$ cat src/rtl/leitor_display.sv
// leitor_display -- reads back a two-digit multiplexed 7-segment bus and
// reconstructs the displayed value 0..63.
//
// Each {sel_digito, segmentos} pattern must stay unchanged for ESTAVEL edges
// before it is accepted. The tens digit is captured first and the units digit
// second. A good read updates valor and pulses valido. A bad read pulses erro
// instead. Bad reads are illegal patterns, sums above 63 and units timeouts.
//
// Ports:
//   clk, rst_n    clock (rising edge), asynchronous active-low reset
//   segmentos     {g,f,e,d,c,b,a}, bit 0 = a
//   sel_digito    1 = tens digit on the bus, 0 = units digit
//   valor         last successfully decoded value
//   valido        1-cycle pulse when valor updates
//   erro          1-cycle pulse on any rejected read
//   cont_erros    saturating error count (only with LEITOR_DISPLAY_CONT_ERROS_EN)
//
// Optional feature macro: LEITOR_DISPLAY_CONT_ERROS_EN
module leitor_display #(
  parameter int ESTAVEL     = 4,
  parameter int TIMEOUT     = 64,
  parameter int ATIVO_BAIXO = 0
) (
  input  logic       clk,
  input  logic       rst_n,
  input  logic [6:0] segmentos,
  input  logic       sel_digito,
  output logic [5:0] valor,
  output logic       valido,
`ifdef LEITOR_DISPLAY_CONT_ERROS_EN
  output logic       erro,
  output logic [7:0] cont_erros
`else
  output logic       erro
`endif
);

  localparam int TW = $clog2(TIMEOUT + 1);

  typedef enum logic {ESPERA_DEZ, ESPERA_UNI} estado_t;

  estado_t       estado, estado_n;
  logic [7:0]    amostra;
  logic [7:0]    cnt;
  logic [TW-1:0] tcnt, tcnt_n;
  logic [2:0]    dez, dez_n;
  logic [5:0]    valor_n;
  logic          valido_n, erro_n;

  logic [7:0] entrada;
  logic [6:0] seg;
  logic       aceita;
  logic       ok, branco, ok_dez;
  logic [3:0] dig;
  logic [6:0] soma;

  assign entrada = {sel_digito, segmentos};
  assign seg     = (ATIVO_BAIXO != 0) ? ~segmentos : segmentos;
  // Fires only on the ESTAVEL-1 -> ESTAVEL step, so a held pattern is taken once.
  assign aceita  = (entrada == amostra) && (cnt == 8'(ESTAVEL - 1));

  always_comb begin
    ok  = 1'b1;
    dig = 4'd0;
    case (seg)
      7'h3F: dig = 4'd0;
      7'h06: dig = 4'd1;
      7'h5B: dig = 4'd2;
      7'h4F: dig = 4'd3;
      7'h66: dig = 4'd4;
      7'h6D: dig = 4'd5;
      7'h7D: dig = 4'd6;
      7'h07: dig = 4'd7;
      7'h7F: dig = 4'd8;
      7'h6F: dig = 4'd9;
      default: ok = 1'b0;
    endcase
  end

  // A blank tens digit means a leading zero. A blank units digit is an error.
  assign branco = (seg == 7'h00);
  assign ok_dez = branco || (ok && dig <= 4'd6);
  assign soma   = 7'(dez) * 7'd10 + 7'(dig);

  always_ff @(posedge clk or negedge rst_n) begin
    if (!rst_n) begin
      amostra <= '0;
      cnt     <= '0;
    end else begin
      amostra <= entrada;
      if (entrada == amostra) begin
        if (cnt != 8'(ESTAVEL)) cnt <= cnt + 8'd1;
      end else begin
        cnt <= '0;
      end
    end
  end

  always_comb begin
    estado_n = estado;
    dez_n    = dez;
    tcnt_n   = tcnt;
    valor_n  = valor;
    valido_n = 1'b0;
    erro_n   = 1'b0;
    case (estado)
      ESPERA_DEZ: begin
        if (aceita && sel_digito) begin
          if (ok_dez) begin
            dez_n    = branco ? 3'd0 : dig[2:0];
            tcnt_n   = '0;
            estado_n = ESPERA_UNI;
          end else begin
            erro_n = 1'b1;
          end
        end
      end
      ESPERA_UNI: begin
        tcnt_n = tcnt + 1'b1;
        if (aceita) begin
          if (sel_digito) begin
            // A new tens digit replaces the old one and restarts the timeout.
            if (ok_dez) begin
              dez_n  = branco ? 3'd0 : dig[2:0];
              tcnt_n = '0;
            end else begin
              erro_n   = 1'b1;
              estado_n = ESPERA_DEZ;
            end
          end else begin
            estado_n = ESPERA_DEZ;
            if (ok && soma <= 7'd63) begin
              valor_n  = soma[5:0];
              valido_n = 1'b1;
            end else begin
              erro_n = 1'b1;
            end
          end
        end else if (tcnt == TW'(TIMEOUT - 1)) begin
          erro_n   = 1'b1;
          estado_n = ESPERA_DEZ;
        end
      end
      default: estado_n = ESPERA_DEZ;
    endcase
  end

  always_ff @(posedge clk or negedge rst_n) begin
    if (!rst_n) begin
      estado <= ESPERA_DEZ;
      dez    <= '0;
      tcnt   <= '0;
      valor  <= '0;
      valido <= 1'b0;
      erro   <= 1'b0;
    end else begin
      estado <= estado_n;
      dez    <= dez_n;
      tcnt   <= tcnt_n;
      valor  <= valor_n;
      valido <= valido_n;
      erro   <= erro_n;
    end
  end

`ifdef LEITOR_DISPLAY_CONT_ERROS_EN
  always_ff @(posedge clk or negedge rst_n) begin
    if (!rst_n)                           cont_erros <= '0;
    else if (erro_n && cont_erros != 8'hFF) cont_erros <= cont_erros + 8'd1;
  end
`endif

endmodule

$ cat config.mk
export PLATFORM = sky130hd
export DESIGN_NAME = leitor_display
export DESIGN_NICKNAME = d
export VERILOG_FILES = /design/src/rtl/leitor_display.sv
export SDC_FILE = /design/constraint.sdc
export NUM_CORES = 1
export LEC_CHECK = 0
export ABC_AREA = 1
export CAP_MARGIN = 5
export CORE_ASPECT_RATIO = 0.75
export CORE_UTILIZATION = 50
export DETAILED_ROUTE_END_ITERATION = 12
export GPL_TIMING_DRIVEN = 0
export PLACE_DENSITY = 0.7
export SLEW_MARGIN = 20
export SYNTH_ARGS = -nofsm -noshare
export SYNTH_HDL_FRONTEND = slang
export SYNTH_SLANG_ARGS = --single-unit
export TNS_END_PERCENT = 50
$ cat constraint.sdc
create_clock -name clk -period 5.68 [get_ports clk]
set_clock_uncertainty 0.2 [all_clocks]
set_input_delay 1.42 -clock clk [delete_from_list [all_inputs] [get_ports clk]]
set_output_delay 1.42 -clock clk [all_outputs]
set_load 0.005 [all_outputs]
; After elaboration in Yosys (flattened, before gate mapping)
; Cells that the tools add are included.
[word_totals]
register_bits = 35
latchBits = 0
ramBits = 0
mem_bits_ro = 0
input_bits = 10
output_inout_bits = 8
elab_cells = 78
mem_count = 0
[op_classes]
addsub = 3
mul = 1
n_div = 0
magnitude_cmp = 2
eq_ne = 19
shift = 0
muxes = 33
bitwise_logic = 2
n_reduce_logical = 10
[ops]
columns = op, count
row1 = $eq 7x7->1 const B, 7
row2 = $pmux 4 s9, 1
row3 = $mux 7, 5
row4 = $mux 1, 16
row5 = $mux 8, 2
row6 = $mux 3, 5
row7 = $eq 7x3->1 const B, 2
row8 = $eq 7x6->1 const B, 2
row9 = $pmux 7 s2, 1
row10 = $reduce_or 10->1, 1
row11 = $add 8x1->8 const B, 1
row12 = $eq 8x2->1 const B, 1
row13 = $eq 8x8->1, 1
row14 = $ne 8x3->1 const B, 1
row15 = $add 7x1->7 const B, 1
row16 = $add 7x4->7, 1
row17 = $le 7x6->1 const B, 1
row18 = $logic_not 7->1, 1
row19 = $mul 3x3->6 const B, 1
row20 = $ne 2x2->1 const B, 3
row21 = $pmux 3 s2, 1
row22 = $le 4x3->1 const B, 1
row23 = $logic_and 1x1->1, 4
row24 = $ne 2x1->1 const B, 2
row25 = 6 further kinds, 8

; Logic depth before layout (Yosys ltp)
[depth]
depth_word = 9
depth_mapped = 19
mapped_depth_nobuf = 19

; Worst setup path before layout
; OpenSTA, ideal clock, no wires.
[synth_timing]
path_kind = in2reg
startpoint = input segmentos[3]
endpoint = register valor[0]
setup_ns = 0.117
arrival_ns = 2.883
required_time_ns = 5.363
slack_ns = 2.481
cell_stages = 16
path_buffers = 0
cell_sequence = inv_2 -> nand2_1 -> nor2_4 -> nand2_4 -> nand2_2 -> nor2_4 -> inv_1 -> ha_1 -> nand4_1 -> nand2_1 -> nand2_1 -> nand2_1 -> inv_1 -> nand4_2 -> nand2_1 -> nand2_1
[synth_via]
elab_chain_cells = 6
elab_cells_between_ends = 19
cone_classes = add/sub (1) / order compare (1) / eq/ne (11) / mux (2) / reduce/logical (4)
[synth_rtl]
columns = element, line
row1 = start: declaration, 26  ; input logic [6:0] segmentos,
row2 = $eq 7x7->1 or $eq 7x3->1 (tied branches), 65  ; case (seg)
row3 = $pmux 4 s9, 65
row4 = $add 7x4->7, 83  ; assign soma = 7'(dez) * 7'd10 + 7'(dig);
row5 = $le 7x6->1, 132  ; if (ok && soma <= 7'd63) begin
row6 = $logic_and 1x1->1, 132
row7 = $reduce_and 4->1 (no line), n/a
row8 = end signal: assignment, 160  ; valor <= valor_n;
row9 = end: declaration, 28  ; output logic [5:0] valor,
; Parallel ways exist; a longest one is shown, timed or not.
; A chain may end at the register's enable or synchronous reset.

; Worst setup path in the final report
[layout_timing]
startpoint = input segmentos[3]
endpoint = register valor[1]
; The elaborated chain is that of the path after synthesis.

==> run summary <==
Startpoint Class: input pin
Slowest-stage cell, CP: clkdlybuf4s50_1
routability cong.: 0.895
XOR/XNOR Fraction of Synth Area: 5.37%
Post-Synth Adder-Cell Area: 6.26%
Max Buffers Root-to-Sink: 2
share of layout cells above drive strength 1: 13.4%
critical path depth: 17
Synth cell types: 30
hold buffers post-CTS: 0
Post-Layout Cell Count: 346
Buf+Inv Stages, Crit Path: 4
Post-Syn Area per Cell: 8.00 µm²
Vias/cell: 4.78
total number of vias: 1,655
Synth Instances: 265
Synth Area in Compound Gates: 3.90%
DRC viols: 0
Critical Path AT: 3.76 ns
post-route ant nets: 0
worst hold stages: 2
Setup Fix Bufs, Post-CTS: 0
# diodes: 0
cell area after synthesis: 2120 µm²
crit-path cells: clkdlybuf4s50_1, inv_2, nand2_1, nor2_4, nand2_4, nand2_2, nor2_4, inv_1, ha_1, nand4_1, nand2_1, nand2_1, nand2_1, inv_1, nand4_2, nand2_1, nand2_1
DR iter-0 viols: 58
post-synthesis async set-or-reset flop share: 100%
fillers: 368
Pleak: 1.31 nW
Primary FF master, synth: dfrtp_1
initial antenna violation count: 0
CTS buffer count: 5
power per cell area: 223 nW/µm²
Synth warnings: 0
starting density of the core: 52.3%
Routed WL: 3.81 mm
cell mode on critical path: nand2_1
H-tree depth: 2
Hold WC Path Type: reg2reg
status: finished clean
CTS tree: yes
first-pass GRT wire length: 6.79 mm
multi-input logic area: 1110 µm²
drt wl/cell: 11.0 µm
most frequent cells in the layout: nand2_1 (84), dfrtp_1 (35), inv_1 (30)
Final Critical Period: 3.78 ns
Tot GR Track Use: 19.4%
pre-CTS setup slack: 1.57 ns
sequential area share after synthesis: 41.3%
die width: 77.2 µm
vias in the first global route: 1,541
# port buffers: 17
worst slew pin tran: 0.372 ns
post-synthesis simple-gate area fraction: 36.8%
most common cell after layout, fill and taps aside: nand2_1
Setup Crit Path Kind: in2reg
GRT Residual Overflow: 0
synthesis-to-finish area growth: 18.6%
Final nets: 310
EDFF count, synth: 0
CP delay by family, top: simple AND/OR/NAND/NOR gates
clk root buf: clkbuf_8
RSZ-0062 raised after global routing: no
Fin. Hold Viols: 0
WP data required: 5.65 ns
final number of max-transition violations: 0
Clk Latency, worst-skew pair: 0.29 ns
fin worst setup slack: 1.90 ns
placed insts: 338
CP Max Fanout: 6
worst relative slew slack: 75.2%
clock transition at the registers of the reported paths: 0.06 ns
clock sink total: 35
IO Pins: 18
drt pass-1 iters: 4
VDD IR max: 0.000136 V
post-CTS sizing: 0
Worst Reg-to-Reg Cells: 13
Core Region: 4050 µm²
final setup fails: 0
period utilization: 66.6%
Setup TNS: 0 ns
Rows: 20
FF+latch area: 876 µm²
multiplexer area fraction after synthesis: 0%
Critical Path Max Stage Delay: 0.60 ns
chip height: 58.4 µm
HPWL Detailed: 2.91 mm
largest net degree at the start of global routing: 22
Synth Net Count: 285
flops & latches, synth: 35
die area: 4510 µm²
max cap viols: 0
Worst Setup End Kind: flip-flop
Fmax: 264 MHz
largest family of logic cells by synthesized area: simple AND/OR/NAND/NOR gates
==> path summary, 6_finish.rpt <==
kind | start | end | slack, ns
max in group asynchronous | rst_n | valor[2] | 4.01
max | segmentos[3] | valor[1] | 1.90
min | valor[1] | valor[1] | 0.28
min in group asynchronous | rst_n | tcnt[6] | 0.83
min reg2reg | valor[1] | valor[1] | 0.28
max reg2reg | dez[0] | valor[1] | 3.42
==> Yosys cell counts, types with 3 or more instances <==
cell / count / area (µm²)
inv_2: 5 / 18.8
xnor2_1: 6 / 52.6
o21ai_0: 4 / 20.0
a31oi_1: 3 / 18.8
nand3_1: 13 / 65.1
nand2_2: 6 / 37.5
a21oi_1: 6 / 30.0
ha_1: 9 / 113
xor2_1: 7 / 61.3
nor3_1: 4 / 20.0
nor2_1: 26 / 97.6
dfrtp_1: 35 / 876
nand2_1: 84 / 315
nor2_4: 6 / 67.6
nand3_2: 3 / 30.0
inv_1: 30 / 113
==> final cells by class <==
type | instances | share of cell area (%)
Inverter | 36 | 5.38
Multi-Input combinational cell | 194 | 44.1
Sequential cell | 35 | 34.8
Timing Repair Buffer | 18 | 7.67
Clock buffer | 6 | 2.89
Tap cell | 55 | 2.74
Clock inverter | 2 | 2.39
==> metal layers <==
metal	up-vias	routed length, µm	GRT usage [%]
met5	-	0	0
met4	0	41	6.47
met3	5	120	4.34
met2	22	1630	31.5
met1	749	2020	25.9
li1	879	-	-
==> metrics by stage <==
step / total power (W) / util (%) / hold WS [ns] / cell area [µm²]
4_1_cts: 0.000569 / 62.0 / 0.283 / 2510
3_3_place_gp: 0.000295 / 58.2 / 0.264 / 2360
5_1_grt: 0.000582 / 62.0 / 0.304 / 2510
2_1_floorplan: 0.000277 / - / 0.272 / 2120
6_report: 0.000561 / 62.0 / 0.278 / 2510
3_5_place_dp: 0.000297 / 58.7 / 0.265 / 2380
==> tightest hold or removal path, delay by kind of cell, from the launching register on <==
family	cells	cell delay, ns
flops	1	0.34
simple gates	2	0.10
==> sequential cells by signal, indices dropped and copies added, names as in the netlist <==
| register | count |
|---|---|
| valido | 1 |
| estado | 1 |
| cnt | 8 |
| amostra | 8 |
| erro | 1 |
| valor | 6 |
| tcnt | 7 |
| dez | 3 |
==> power by group <==
group	internal [W]	total, W	switching (W)
Sequential	0.000252	0.000253	0.00000126
Combinational	0.0000150	0.0000388	0.0000239
Clock	0.000176	0.000269	0.0000934
==> cell families after synthesis <==
logic type,count (synthesis)
fa+ha+maj,10
buf+inv,36
flops,35
compound gates,15
simple gates,156
xor+xnor,13
(Power assumes the default switching activity.)
